[config.mk]
export PLATFORM = sky130hd
export DESIGN_NAME = cfg_lut_k
export DESIGN_NICKNAME = d
export VERILOG_FILES = /design/src/rtl/cfg_lut_k.sv
export SDC_FILE = /design/constraint.sdc
export NUM_CORES = 1
export LEC_CHECK = 0
export ABC_AREA = 1
export CAP_MARGIN = 20
export CORE_ASPECT_RATIO = 1.2
export CORE_MARGIN = 3
export CORE_UTILIZATION = 38
export CTS_CLUSTER_SIZE = 25
export DETAILED_ROUTE_END_ITERATION = 12
export HOLD_SLACK_MARGIN = 0.15
export RECOVER_POWER = 25
export SYNTH_ARGS = -nofsm -noshare
export SYNTH_HDL_FRONTEND = slang
export SYNTH_SLANG_ARGS = --single-unit
[constraint.sdc]
create_clock -name CLK -period 3.7 [get_ports CLK]
set_input_delay 0.925 -clock CLK [delete_from_list [all_inputs] [get_ports CLK]]
set_output_delay 0.925 -clock CLK [all_outputs]
set_load 0.01 [all_outputs]
[src/rtl/cfg_lut_k.sv]
// rtl/cfg_lut_k.sv - K-input LUT cell with serial config chain and optional output FF (option macro: CFG_PARITY_EN)
module cfg_lut_k #(
   parameter int K = 4,
`ifdef CFG_PARITY_EN
   localparam int L = (2**K) + 2,
`else
   localparam int L = (2**K) + 1,
`endif
   parameter logic [L-1:0] INIT = '0
) (
   input  logic         CLK,
   input  logic         RST_N,
   input  logic [K-1:0] A,
   input  logic         CE,
   input  logic         CFG_EN,
   input  logic         CFG_DIN,
   output logic         CFG_DOUT,
   output logic         CFG_DONE,
   output logic         CFG_ERR,
   output logic         OUT
);

   localparam int T  = 2**K;
   localparam int CW = $clog2(L + 1);
   localparam logic [CW-1:0] C_FULL = CW'(L);

   logic [L-1:0]  r_cfg_sr;
   logic [CW-1:0] r_cnt;
   logic          r_cfg_en_q;
   logic          r_q;

   logic [L-1:0]  w_sr_next;
   logic [T-1:0]  w_table;
   logic          w_reg_mode;
   logic          w_lut;
   logic          w_en_rise;
   logic          w_full;
   logic          w_err;

   assign w_sr_next  = CFG_EN ? {r_cfg_sr[L-2:0], CFG_DIN} : r_cfg_sr;
   assign w_table    = r_cfg_sr[T-1:0];
   assign w_reg_mode = r_cfg_sr[T];
   assign w_lut      = w_table[A];
   assign w_en_rise  = CFG_EN && !r_cfg_en_q;
   assign w_full     = (r_cnt == C_FULL);

   // Config shift register; bits past a full frame keep flowing out to the next cell
   always_ff @(posedge CLK or negedge RST_N) begin
      if (!RST_N) begin
         r_cfg_sr <= INIT;
      end else begin
         r_cfg_sr <= w_sr_next;
      end
   end

   // Bit counter: restarts at 1 on each new frame, saturates once a full frame is in
   always_ff @(posedge CLK or negedge RST_N) begin
      if (!RST_N) begin
         r_cnt      <= C_FULL;
         r_cfg_en_q <= 1'b0;
      end else begin
         r_cfg_en_q <= CFG_EN;
         if (w_en_rise) begin
            r_cnt <= CW'(1);
         end else if (CFG_EN && !w_full) begin
            r_cnt <= r_cnt + CW'(1);
         end
      end
   end

   // Output FF: held clear while configuring so stale table data never escapes
   always_ff @(posedge CLK or negedge RST_N) begin
      if (!RST_N) begin
         r_q <= 1'b0;
      end else if (CFG_EN) begin
         r_q <= 1'b0;
      end else if (w_reg_mode && CE) begin
         r_q <= w_lut;
      end
   end

`ifdef CFG_PARITY_EN
   logic r_err;

   // Parity flag captured on the cycle the frame completes, cleared when a new frame starts
   always_ff @(posedge CLK or negedge RST_N) begin
      if (!RST_N) begin
         r_err <= ^INIT;
      end else if (w_en_rise) begin
         r_err <= 1'b0;
      end else if (CFG_EN && !w_full && (r_cnt + CW'(1) == C_FULL)) begin
         r_err <= ^w_sr_next;
      end
   end

   assign w_err = r_err;
`else
   assign w_err = 1'b0;
`endif

   assign CFG_DOUT = r_cfg_sr[L-1];
   assign CFG_DONE = w_full && !CFG_EN;
   assign CFG_ERR  = w_err;
   assign OUT      = (CFG_EN || !w_full || w_err) ? 1'b0 : (w_reg_mode ? r_q : w_lut);

endmodule

==> flow_summary_export.csv <==
group,metric,value,unit
power,p_sw,0.189,mW
cells_and_area,fin_cells,204,
synth,synth_commonest_cells,"nand2_1 (37), inv_1 (28), dfrtp_1 (22)",
clock_tree,cts_tree,"built",
power,pwr-share-seq,0.503,
synth,yosysMostFrequentCell,"nand2_1",
die,die_h,69.1,microns
power,pwr-share-clk,0.285,
cells_and_area,multi_input_area,499,sq um
synth,synth_flop_cell,"dfrtp_1",
power,p_int,0.473,mW
cells_and_area,seq_area,603,sq um
status,outcome,"completed",
clock_tree,cts.hold.buffers_added,0,
detailed_routing,antenna_left,0,
detailed_routing,wire_per_inst,11.0,microns
synth,async_flop_share,1.00,
global_route,grt_use_met3,0.0187,
placement,dp_hpwl,1650,microns
global_route,grt-busiest-layer,"met2",
cells_and_area,syn2layout_area_growth,16.0,%
worst_setup_path,reg2reg_to,"r_cnt[1]$_DFFE_PN0P_",
global_route,grt_pass1_wl,4060,microns
power,ir_drop,0.208,mV
synth,synth_top_area_share,0.436,
worst_hold_path,hold_end,"r_cfg_sr[8]$_DFFE_PN0P_",
die,die-area,0.00405,sq mm
die,pin_count,13,
placement,gp_congestion,0.794,
synth,synth-edff-count,0,
global_route,grt_pass1_vias,957,
die,start_util,0.406,
power,power.total,0.663,mW
detailed_routing,route.detailed.drc,0,
worst_hold_path,hold_path_depth,2,
die,die_x,58.6,microns
synth,yosysWarnings,0,
timing,whs,505,ps
global_route,gr-total-overflow,0,
cells_and_area,nets,180,
die,rows,22,
synth,synth_cell_types,24,
synth,seq_area_frac_synth,0.478,
job,drv_cap,0,
die,design.core.area,0.00311,sq mm
global_route,globalRouteTotalUtil,0.123,
worst_setup_path,cp_max_fo,5,
worst_setup_path,reg2reg_depth,6,
synth,synth_fp_nets,167,
clock_tree,cts_htree_levels,1,
synth,yosys.area.top_type,"dfrtp_1",
timing,finalCriticalPeriod,3500,ps
placement,port_buffers,11,
placement,numPlacedInstances,199,
cells_and_area,fillerInstances,309,
timing,hold_violations,0,
worst_hold_path,hp-class,"reg -> reg",
power,power_density,453,mW/mm^2
power,power_switching_share,0.286,
detailed_routing,vias,988,
timing,max_slew_margin,0.573,
synth,ys_ff_latch,24,
timing,worst_pin_slew,639,ps
worst_setup_path,crit_path_start_kind,"input pin",
detailed_routing,viasPerCell,4.84,
synth,yosys-top-cells-area,"dfrtp_1 (44%), nand2_1 (11%), inv_1 (8.3%), o21ai_1 (7.9%), nand3_2 (5.6%)",
timing,fmax,0.286,GHz
worst_setup_path,worstPathArrival,2580,ps
worst_setup_path,end_kind,"primary output",
timing,rsz0062_at_grt,"false",
timing,setup_tns,0,ps
clock_tree,cts_root_buf,"clkbuf_4",
worst_setup_path,worst_r2r_startpoint,"r_cnt[0]$_DFFE_PN1P_",
worst_setup_path,cp.required,2770,ps
synth,avgSynthCellArea,8.09,sq um
timing,min_period_over_period,0.946,
worst_setup_path,path_class,"in -> out",
synth,synth_cells,156,
synth,synth_area,0.00126,sq mm
worst_hold_path,min_from,"r_cfg_sr[7]$_DFFE_PN0P_",
clock_tree,clk_pin_slew,130,ps
worst_setup_path,r2r_setup_slack,2320,ps
clock_tree,clkLatencyLatePin,310,ps
global_route,grt_use_met1,0.170,
power,p_comb_frac,0.211,
timing,finClkSkew,4.69,ps
clock_tree,cts_buffer_depth,2,
detailed_routing,firstDrtPassIters,4,
power,p_leak,0.747,nW
detailed_routing,drt_iter0_drc,45,
detailed_routing,routed_wl,2250,microns
clock_tree,cts_buffers,3,
timing,slew_violations,0,
cells_and_area,antennaDiodeCount,0,
global_route,grt_max_degree,39,
clock_tree,clock_sinks,24,
timing,setup_viol,0,
global_route,grt_util_met2,0.196,
global_route,antenna_found_initial,0,
cells_and_area,layout-drive-gt1-share,0.143,
sequential cells by signal (all words and copies together), names as in the netlist:
register / cells
r_cfg_en_q: 1
r_cfg_sr: 17
r_cnt: 5
r_q: 1
metal layers:
| metal | vias up | routed length [microns] |
|---|---|---|
| met5 | - | 0 |
| met4 | 0 | 33 |
| met3 | 5 | 104 |
| met2 | 20 | 1060 |
| met1 | 457 | 1050 |
| li1 | 506 | - |
worst max-delay path by stage:
stage	startpoint	end	slack [ps]	cells past startpoint
after global placement	A[0]	OUT	70	10
after detailed placement	A[0]	OUT	40	10
after global routing	A[1]	OUT	100	9
final	A[1]	OUT	200	9
after floorplan	A[0]	OUT	1240	9
after CTS	A[0]	OUT	40	10
worst max-delay path: stages:
cell             delay, ps
clkdlybuf4s50_1        510
inv_1                  180
nand3_1                120
nand3_2                 80
nand3_2                 80
nand3_1                 70
nand2_1                 50
inv_1                   40
clkdlybuf4s50_1        520
power groups by stage:
stage | combinational (mW) | clock, mW | sequential [mW]
2_1_floorplan | 0.102 | 0 | 0.334
3_3_place_gp | 0.137 | 0 | 0.338
3_5_place_dp | 0.140 | 0 | 0.340
4_1_cts | 0.141 | 0.198 | 0.334
5_1_grt | 0.163 | 0.207 | 0.341
6_report | 0.140 | 0.189 | 0.334
metrics by stage:
stage	worst slack (ps)	util	instance area (sq um)
floorplan	1240	-	1260
global placement	74.7	0.448	1390
detailed placement	44.1	0.448	1390
CTS	43.8	0.465	1450
global route	103	0.471	1460
finish	200	0.471	1460
cells in the final DEF, fill, tap and decap left out, drive strengths merged:
master / instances
dfstp: 2
and3: 1
conb: 1
a21oi: 3
dlymetal6s2s: 1
clkdlybuf4s50: 9
nand3: 20
o22ai: 1
xor2: 1
nand4: 1
dlygate4sd3: 1
or2: 1
bufinv: 1
buf: 3
nand2: 41
dfrtp: 22
inv: 31
a21boi: 1
ha: 2
nor2: 1
clkbuf: 3
o21ai: 21
cells by family after synthesis:
| family | count (synthesis) | share of synthesized area |
|---|---|---|
| fa+ha+maj | 2 | 0.0198 |
| simple gates | 65 | 0.260 |
| compound gates | 26 | 0.106 |
| other cells | 1 | 0.00297 |
| xor+xnor | 1 | 0.00694 |
| flops | 24 | 0.478 |
| buf+inv | 37 | 0.127 |
timing repair:
item	in CTS	in global routing
setup buffers	0	0
gates resized for setup	0	1
hold endpoints to repair	0	0
endpoints found under the setup margin	0	1
cell type report:
type                            count  area share
Clock buffer                        3      0.0154
Clock inverter                      1      0.0205
Inverter                           31      0.0829
Multi-Input combinational cell     95       0.341
Sequential cell                    24       0.412
Tap cell                           36      0.0308
Timing Repair Buffer               14      0.0974
(Power assumes the default switching activity.)
